$ cat config.mk
export PLATFORM = sky130hd
export DESIGN_NAME = fetch_sequencer
export DESIGN_NICKNAME = d
export VERILOG_FILES = /design/src/rtl/fetch_pkg.sv /design/src/rtl/fetch_redirect_arb.sv /design/src/rtl/fetch_sequencer.sv
export SDC_FILE = /design/constraint.sdc
export NUM_CORES = 1
export LEC_CHECK = 0
export BUFFER_PORTS_ARGS = -buffer_cell sky130_fd_sc_hd__buf_2
export CORE_ASPECT_RATIO = 1.2
export CORE_MARGIN = 5
export CORE_UTILIZATION = 45
export CTS_CLUSTER_DIAMETER = 100
export CTS_CLUSTER_SIZE = 10
export DETAILED_ROUTE_END_ITERATION = 6
export GPL_TIMING_DRIVEN = 0
export PLACE_DENSITY = 0.81
export RECOVER_POWER = 50
export REMOVE_ABC_BUFFERS = 1
export SLEW_MARGIN = 20
export SYNTH_ARGS = -nofsm -noshare
export SYNTH_HDL_FRONTEND = slang
export SYNTH_SLANG_ARGS = --single-unit
$ cat constraint.sdc
create_clock -name clk -period 2.9 [get_ports clk]
set_input_delay 0.58 -clock clk [delete_from_list [all_inputs] [get_ports clk]]
set_output_delay 0.58 -clock clk [all_outputs]
set_load 0.01 [all_outputs]
$ cat src/rtl/fetch_pkg.sv
// Shared types for the instruction fetch front-end: FSM states, redirect causes
// and the fixed instruction length.
package fetch_pkg;

    typedef enum logic [1:0] {
        S_RST  = 2'd0,
        S_REQ  = 2'd1,
        S_WAIT = 2'd2,
        S_HOLD = 2'd3
    } state_e;

    typedef enum logic [1:0] {
        CAUSE_NONE = 2'd0,
        CAUSE_PRED = 2'd1,
        CAUSE_JUMP = 2'd2,
        CAUSE_EXC  = 2'd3
    } cause_e;

    localparam int unsigned ILEN_BYTES = 4;

endpackage

$ cat src/rtl/fetch_redirect_arb.sv
// Priority selector for PC redirect sources (exception > jump > prediction);
// the chosen target is forced to word alignment.
module fetch_redirect_arb
    import fetch_pkg::*;
#(
    parameter int unsigned SIZE = 32
) (
    input  logic            exc_valid,
    input  logic [SIZE-1:0] mtvec_address,
    input  logic            jump_valid,
    input  logic [SIZE-1:0] jump_target,
    input  logic            pred_valid,
    input  logic [SIZE-1:0] pred_target,
    output logic            redir_valid,
    output logic [1:0]      redir_cause,
    output logic [SIZE-1:0] redir_target
);

    cause_e          cause;
    logic [SIZE-1:0] rawTarget;

    // Highest-priority valid source wins; low two bits are dropped.
    always_comb begin
        cause     = CAUSE_NONE;
        rawTarget = '0;
        if (exc_valid) begin
            cause     = CAUSE_EXC;
            rawTarget = mtvec_address;
        end else if (jump_valid) begin
            cause     = CAUSE_JUMP;
            rawTarget = jump_target;
        end else if (pred_valid) begin
            cause     = CAUSE_PRED;
            rawTarget = pred_target;
        end
        redir_valid  = (cause != CAUSE_NONE);
        redir_cause  = cause;
        redir_target = {rawTarget[SIZE-1:2], 2'b00};
    end

endmodule

$ cat src/rtl/fetch_sequencer.sv
// IF-stage PC sequencer against a single-outstanding instruction memory port.
// Optional FETCH_PERF_CNT_EN adds saturating fetch/kill performance counters.
module fetch_sequencer
    import fetch_pkg::*;
#(
    parameter int unsigned     SIZE     = 32,
    parameter logic [SIZE-1:0] RESET_PC = '0
) (
    input  logic            clk,
    input  logic            reset,
    input  logic            stall,
    input  logic            exc_valid,
    input  logic [SIZE-1:0] mtvec_address,
    input  logic            jump_valid,
    input  logic [SIZE-1:0] jump_target,
    input  logic            pred_valid,
    input  logic [SIZE-1:0] pred_target,
    output logic            imem_req,
    output logic [SIZE-1:0] imem_addr,
    input  logic            imem_gnt,
    input  logic            imem_rvalid,
    input  logic [SIZE-1:0] imem_rdata,
    output logic            if_valid,
    output logic [SIZE-1:0] if_pc,
    output logic [SIZE-1:0] if_instr
`ifdef FETCH_PERF_CNT_EN
    ,
    output logic [31:0]     perf_fetch_cnt,
    output logic [31:0]     perf_kill_cnt
`endif
);

    state_e          state_q, state_d;
    logic [SIZE-1:0] pc_q, pc_d;
    logic            kill_q, kill_d;
    logic            ifValid_q, ifValid_d;
    logic [SIZE-1:0] ifPc_q, ifPc_d;
    logic [SIZE-1:0] ifInstr_q, ifInstr_d;

    logic            redirValid;
    logic [1:0]      redirCause;
    logic [SIZE-1:0] redirTarget;
    logic            redirect;

    fetch_redirect_arb #(.SIZE(SIZE)) u_arb (
        .exc_valid     (exc_valid),
        .mtvec_address (mtvec_address),
        .jump_valid    (jump_valid),
        .jump_target   (jump_target),
        .pred_valid    (pred_valid),
        .pred_target   (pred_target),
        .redir_valid   (redirValid),
        .redir_cause   (redirCause),
        .redir_target  (redirTarget)
    );

    assign redirect = redirValid && (redirCause != CAUSE_NONE);

    // pc_q is the fetch address; while a kill is pending it doubles as the latched target.
    always_ff @(posedge clk) begin
        if (reset) begin
            state_q   <= S_RST;
            pc_q      <= RESET_PC;
            kill_q    <= 1'b0;
            ifValid_q <= 1'b0;
            ifPc_q    <= '0;
            ifInstr_q <= '0;
        end else begin
            state_q   <= state_d;
            pc_q      <= pc_d;
            kill_q    <= kill_d;
            ifValid_q <= ifValid_d;
            ifPc_q    <= ifPc_d;
            ifInstr_q <= ifInstr_d;
        end
    end

    always_comb begin
        state_d   = state_q;
        pc_d      = pc_q;
        kill_d    = kill_q;
        ifValid_d = ifValid_q;
        ifPc_d    = ifPc_q;
        ifInstr_d = ifInstr_q;
        imem_req  = 1'b0;
        case (state_q)
            S_RST: state_d = S_REQ;
            S_REQ: begin
                imem_req = 1'b1;
                if (redirect) begin
                    pc_d = redirTarget;
                    if (imem_gnt) begin
                        kill_d  = 1'b1;
                        state_d = S_WAIT;
                    end
                end else if (imem_gnt) begin
                    state_d = S_WAIT;
                end
            end
            S_WAIT: begin
                if (redirect) begin
                    pc_d = redirTarget;
                end
                // The granted request must still drain its one response before refetching.
                if (imem_rvalid) begin
                    if (kill_q || redirect) begin
                        kill_d  = 1'b0;
                        state_d = S_REQ;
                    end else begin
                        ifValid_d = 1'b1;
                        ifPc_d    = pc_q;
                        ifInstr_d = imem_rdata;
                        state_d   = S_HOLD;
                    end
                end else if (redirect) begin
                    kill_d = 1'b1;
                end
            end
            S_HOLD: begin
                if (redirect) begin
                    ifValid_d = 1'b0;
                    pc_d      = redirTarget;
                    state_d   = S_REQ;
                end else if (!stall) begin
                    ifValid_d = 1'b0;
                    pc_d      = pc_q + SIZE'(ILEN_BYTES);
                    state_d   = S_REQ;
                end
            end
            default: state_d = S_RST;
        endcase
    end

    assign imem_addr = pc_q;
    assign if_valid  = ifValid_q;
    assign if_pc     = ifPc_q;
    assign if_instr  = ifInstr_q;

`ifdef FETCH_PERF_CNT_EN
    logic        consumed;
    logic        discarded;
    logic [31:0] fetchCnt_q;
    logic [31:0] killCnt_q;

    // Discards cover killed responses and held instructions dropped by a redirect.
    assign consumed  = (state_q == S_HOLD) && !redirect && !stall;
    assign discarded = ((state_q == S_WAIT) && imem_rvalid && (kill_q || redirect)) ||
                       ((state_q == S_HOLD) && redirect);

    always_ff @(posedge clk) begin
        if (reset) begin
            fetchCnt_q <= '0;
            killCnt_q  <= '0;
        end else begin
            if (consumed && (fetchCnt_q != '1)) begin
                fetchCnt_q <= fetchCnt_q + 32'd1;
            end
            if (discarded && (killCnt_q != '1)) begin
                killCnt_q <= killCnt_q + 32'd1;
            end
        end
    end

    assign perf_fetch_cnt = fetchCnt_q;
    assign perf_kill_cnt  = killCnt_q;
`endif

endmodule

==> impl_metrics.toml, run 1 <==
[run_status]
result_of_the_run = "finished clean"

[critical_path]
cp_data_arrival_time_ns = 2.95
setup.reg_to_reg.worst_slack_ns = 0.24
worst_ep_required_time_ns = 3.10
worstSetupStartpointType = "input port"
critPathKind = "in2reg"
path_max_fanout = 38
timing.critical_path.to_type = "flop"
worst_r2r_path_depth = 7

[power_and_ir_drop]
worst_ir_drop_on_vdd_mv = 0.373
power.sequential.fraction_pct = 45.8
switching_share_pct = 29.7
power_leakage_nw = 2.29
p_per_area_nw_per_um2 = 526
power.switching_mw = 0.970
power.share.combinational_pct = 17.9
p_clk_share_pct = 36.3
cell_internal_pwr_mw = 2.30

[sta]
min_period_ns = 2.75
worst-slew-pin-transition_ns = 0.919
period_share_pct = 94.7
rsz0062_at_grt = "no"
final_setup_fails = 0
final_hold_slack_ns = 0.453
max_clock_skew_ns = 0.0114
relSlewSlack_pct = 38.7
slew_viol_final = 0
totalNegativeSetupSlack_ns = 0
final_hold_violation_count = 0
timing.final.ws_setup_ns = 0.154
fmaxAchievable_mhz = 364

[worst_hold_path]
worstHoldPathType = "reg2reg"
hold_depth = 2

[synthesis]
yosys_most_used_dff = "dfxtp_1"
asyncSetResetFlopFracSynth_pct = 0
xor_and_xnor_fraction_of_the_mapped_netlist_area_pct = 0
syn_inst = 653
area_share_of_and_or_nand_nor_cells_after_synthesis_pct = 24.5
synth-seq-area-share_pct = 40.0
count_of_flip_flops_with_a_built_in_enable_after_synthesis = 0
synth.mux.area_fraction_pct = 0.651
postSynthAreaPerCell_sq_um = 7.36
synth_area_sq_um = 4810
synth_compound_gate_area_share_pct = 27.6
ys_seq_elements = 96
synth_fa_ha_area_share_pct = 1.30
yosys_warnings = 0
ys_types = 58
synth_top_family_by_area = "compound AO/OA/AOI/OAI gates"

[final_layout]
layout_stage_area_growth_over_the_synthesis_result_pct = 29.3
final_cell_count_no_fill = 975
drive_gt1_share_pct = 19.4
finish.net_count = 981

[die]
die_area_sq_um = 12900
fp.dieW_microns = 104
fp-row-count = 41
initial_util_pct = 45.9
floorplan.core_area_sq_um = 10500
die_h_microns = 123
floorplan.io_pins = 234

[global_route]
global_route_wire_length_before_repair_microns = 24400
globalRoute.totalOverflow = 0
grt_max_degree = 72
antenna_found_initial = 2
grt_pass1_vias = 4980
track_usage_pct = 22.8

[job]
max-cap-violations = 0

[route]
ant_nets = 0
drt_first_iter_violations = 337
route.final.wire_length_microns = 15800
routed_wire_length_per_instance_microns = 16.2
detailroute.via_count = 5407
residual_drc_count = 0
first_pass_iters = 4
routed_via_density = 5.55

[clock_network]
clk_path_buf_depth = 2
ctsHtreeMaxLevel = 3
postCtsHoldBufs = 0
tritoncts_num_sinks = 96
insertion_delay_of_the_later_clocked_pin_in_the_worst_skew_pair_ns = 0.33
cts_inserted_buffers = 9
clock_transition_at_the_registers_of_the_reported_paths_ns = 0.06
cts_tree = "done"
cts.root.buffer_cell = "clkbuf_16"
post_cts_buffers = 0

[placed_design]
place_inst = 957
post_place_setup_slack_ns = -0.392
gp_routability_congestion = 0.793
place_hpwl_microns = 11100
io_buffers = 223
## cell type report
class                           instances  area (sq um)
Sequential cell                        96          1920
Timing Repair Buffer                  228          1090
Fill cell                            1054          4250
Clock buffer                           10           229
Inverter                               12          45.0
Multi-Input combinational cell        493          2700
Clock inverter                          6          67.6
Antenna cell                            1          2.50
Tap cell                              129           161
## worst paths after layout
| path | start | end |
|---|---|---|
| worst max register to register | state_q[0] | imem_addr[27] |
| worst max-delay path | jump_valid | imem_addr[20] |
| worst min-delay path | if_pc[20] | if_pc[20] |
| worst min register to register | if_pc[20] | if_pc[20] |
## registers in the layout, indices dropped and copies added (netlist names)
| name | count |
|---|---|
| imem_addr | 30 |
| if_valid | 1 |
| if_instr | 32 |
| if_pc | 30 |
| state_q | 2 |
| kill_q | 1 |
## power by group through the flow
| stage | logic, mW | registers [mW] | clock network [mW] |
|---|---|---|---|
| finish | 0.586 | 1.50 | 1.18 |
| CTS | 0.587 | 1.49 | 1.21 |
| global placement | 0.556 | 1.52 | 0 |
| detailed placement | 0.580 | 1.52 | 0 |
| global route | 0.649 | 1.51 | 1.25 |
| floorplan | 0.265 | 1.53 | 0 |
## metrics by stage
stage	utilization (%)	instance area [sq um]	power (mW)
2_1_floorplan	-	4580	1.79
3_3_place_gp	56.0	5860	2.08
3_5_place_dp	57.4	6000	2.10
4_1_cts	60.3	6310	3.29
5_1_grt	59.4	6220	3.41
6_report	59.4	6220	3.27
## layer usage
layer | GRT usage (%) | up-vias | share of wire [%]
met5 | 0 | - | 0.082
met4 | 7.29 | 2 | 1.1
met3 | 4.39 | 16 | 7.6
met2 | 40.6 | 222 | 51
met1 | 27.9 | 2481 | 41
li1 | - | 2686 | -
## cell usage in the layout, fill, tap and decap left out, drive strengths merged, types with 6 or more instances in the layout
master  count
inv        13
nor4        9
a21oi      91
a22oi      28
o21ai      36
and3        6
nand2     174
nor3       12
nor2       30
dfxtp      96
buf       134
clkbuf    104
nand3      11
a211oi     10
o211ai      8
## critical path, stage by stage
cell and delay (ns):
buf_2 0.34, or4b_2 1.14, or4_1 0.63, a21oi_1 0.17, a2111oi_1 0.07
## cells by family (layout without fill, tap and decap cells)
group,count (synthesis),after routing
and+or+nand+nor,267,267
AOI/OAI and AO/OA,213,214
DFF,96,96
buffers and inverters,68,256
adders and majority gates,5,5
muxes,3,3
other,1,5
## what timing repair did
action / 4_1_cts / 5_1_grt
cloned: 0 / 1
resized for setup: 2 / 1
setup endpoints to repair: 2 / 10
## Yosys cell counts, types with 3 or more instances
library cell  number  area (sq um)
o21ai_1            8          40.0
a22oi_1           28           210
nand2_1          174           653
a31oi_1            4          25.0
o211ai_1           8          60.1
buf_4              4          30.0
inv_1             12          45.0
nand3_1           10          50.1
nor4_1             8          50.1
clkbuf_1          40           150
o21ai_0           28           140
o32ai_1            3          26.3
nor2b_1            5          31.3
a211oi_1          10          75.1
a311oi_1           4          35.0
buf_2             10          50.1
and3_1             6          37.5
nand4_1            5          31.3
o31ai_1            3          22.5
ha_1               5          62.6
nand2b_1           3          18.8
nor2_1            30           113
a21oi_1           91           455
dfxtp_1           96          1920
a2111oi_0          3          26.3
nor3_1            11          55.1
Note: power is estimated with default switching activity, not from simulation.
==> inputs of run 2 (changes only) <==
Settings changed: BUFFER_PORTS_ARGS -buffer_cell sky130_fd_sc_hd__buf_2 to not set, DONT_BUFFER_PORTS set to 1, PLACE_DENSITY 0.81 to 0.63.
==> run 2 against run 1 <==
  * Routed wire length shrank 6.8%
  * Power shrank 5.5%
  * Die area is the same
  * Flip-flop and latch count did not move
  * Via count decreased by 14%
  * Non-clock buffer count fell by 225
  * Core utilization shrank 10 points
  * Clock-buffer cell count up 2
  * Fmax rose by 0.39%
  * Sequential power is 3% higher
  * Critical endpoint is now imem_addr[22]
  * Largest cell class unchanged
==> impl_metrics.toml, run 2 (synthesis gave the netlist of run 1 again) <==
[run_status]
result_of_the_run = "finished clean"

[die]
die_h_microns = 123
fp.dieW_microns = 104
fp-row-count = 41
floorplan.io_pins = 234
initial_util_pct = 45.9
die_area_sq_um = 12900
floorplan.core_area_sq_um = 10500

[clock_network]
post_cts_buffers = 0
cts.root.buffer_cell = "clkbuf_16"
clk_path_buf_depth = 2
ctsHtreeMaxLevel = 3
cts_inserted_buffers = 9
clock_transition_at_the_registers_of_the_reported_paths_ns = 0.07
insertion_delay_of_the_later_clocked_pin_in_the_worst_skew_pair_ns = 0.33
cts_tree = "done"
tritoncts_num_sinks = 96

[critical_path]
r2r-end = "imem_addr[22]"
worst_path_max_delay_cell = "o2bb2ai_2"
cp_cell_sequence = "inv_1 -> ha_1 -> nor2b_1 -> o2bb2ai_2 -> nor2_1 -> a311oi_1 -> a211oi_1"
path_max_fanout = 24
worst_r2r_path_depth = 7
worst_ep_required_time_ns = 3.11
crit_path_max_incr_delay_ns = 0.85
setup.reg_to_reg.worst_slack_ns = 0.16
critical_path.reg2reg.startpoint = "state_q[0]"
cp_data_arrival_time_ns = 2.94
timing.critical_path.to_type = "flop"
critPathKind = "reg2reg"
worstSetupStartpointType = "flop"

[final_layout]
diodes = 0
final_cell_mix = "nand2_1, dfxtp_1, a21oi_1, nor2_1"
multi_input_comb_area_sq_um = 2670
sequential_cell_area_sq_um = 1920
final.fill_count = 1080
final_area_sq_um = 5130
finish.net_count = 755
layout.cells.most_common = "nand2_1"
flip_flop_count_of_the_largest_register_after_layout = 32
layout_stage_area_growth_over_the_synthesis_result_pct = 6.79
drive_gt1_share_pct = 5.01

[placed_design]
gp_routability_congestion = 0.794
io_buffers = 0
place_hpwl_microns = 10200
dpl-instance-area_sq_um = 4830
post_place_setup_slack_ns = 0.105

[global_route]
grt_pass1_vias = 4461
track_usage_pct = 21.9
global_route_wire_length_before_repair_microns = 23200
globalRoute.totalOverflow = 0
antenna_found_initial = 0
grt_max_degree = 98

[sta]
max_clock_skew_ns = 0.00636
min_period_ns = 2.74
fmaxAchievable_mhz = 366
final_hold_violation_count = 0
relSlewSlack_pct = 26.3
worst-slew-pin-transition_ns = 1.10
final_setup_fails = 0
period_share_pct = 94.3
slew_viol_final = 0
rsz0062_at_grt = "yes"
timing.final.ws_setup_ns = 0.165

[power_and_ir_drop]
power.switching_mw = 0.860
power.sequential.fraction_pct = 49.9
worst_ir_drop_on_vdd_mv = 0.258
switching_share_pct = 27.9
power_leakage_nw = 1.64
p_per_area_nw_per_um2 = 601
p_clk_share_pct = 38.7
cell_internal_pwr_mw = 2.23
power.share.combinational_pct = 11.4

[route]
residual_drc_count = 0
detailroute.via_count = 4640
first_pass_iters = 5
routed_wire_length_per_instance_microns = 19.7
drt_first_iter_violations = 343
route.final.wire_length_microns = 14700
routed_via_density = 6.20
ant_nets = 0

[worst_hold_path]
worstHoldPathType = "in2reg"
hold_depth = 1
hold_end = "if_pc[6]"
hold_start = "reset"

[job]
max-cap-violations = 0
[run 2: cell types whose count changed in the layout (fill, tap and decap cells not counted), sizes merged]
cell,previous run,this run
buf,134,3
clkbuf,104,12
clkinvlp,2,0
a2bb2oi,2,1
diode,1,0
[run 2: how the worst max path moves through the flow]
stage | slack [ns] | from | end
after global routing | -0.06 | state_q[0] | imem_addr[22]
after CTS | 0.08 | state_q[0] | imem_addr[27]
after global placement | -1.65 | pred_valid | if_pc[28]
after detailed placement | 0.10 | state_q[0] | imem_addr[27]
after floorplan | -0.40 | pred_valid | if_instr[0]
final | 0.16 | state_q[0] | imem_addr[22]
[run 2: final cells by class]
cell class,instances,share of cell area [%]
Clock inverter,4,1.02
Tap cell,129,3.14
Clock buffer,12,4.80
Sequential cell,96,37.4
Multi-Input combinational cell,492,52.0
Inverter,12,0.877
Timing Repair Buffer,3,0.707
[run 2: metrics by stage]
| step | TNS, ns | total power [mW] | hold WS [ns] | cells | util (%) |
|---|---|---|---|---|---|
| after global routing | -0.0893 | 3.23 | 0.307 | 748 | 49.1 |
| after floorplan | -24.94 | 1.79 | 0.474 | 600 | - |
| after detailed placement | 0 | 1.92 | 0.490 | 732 | 46.2 |
| after CTS | 0 | 3.12 | 0.297 | 748 | 49.0 |
| final | 0 | 3.09 | 0.306 | 748 | 49.1 |
| after global placement | -104.26 | 1.90 | 0.485 | 729 | 45.3 |
[run 2: repair_timing]
action	CTS	global route
endpoints found under the setup margin	0	4
hold buffers	0	0
resized for setup	0	1
[run 2: critical path: cells and delay by family, from the launching register on]
family | cells | cell delay [ns]
compound gates | 3 | 1.25
simple gates | 2 | 0.49
flops | 1 | 0.42
fa+ha+maj | 1 | 0.37
buf+inv | 1 | 0.07
[run 2: per-layer routing]
metal	vias to the layer above	routed length, microns	share of wire [%]	track usage (%)
met5	-	0	0	0
met4	0	329	2.2	8.58
met3	29	1390	9.4	6.27
met2	224	7040	48	36.8
met1	2153	5970	41	26.7
li1	2234	-	-	-
[run 2: power groups by stage]
stage	clock network (mW)	logic, mW	registers, mW
after global placement	0	0.329	1.57
after global routing	1.28	0.400	1.55
after floorplan	0	0.265	1.53
after CTS	1.23	0.349	1.54
final	1.19	0.351	1.54
after detailed placement	0	0.348	1.57
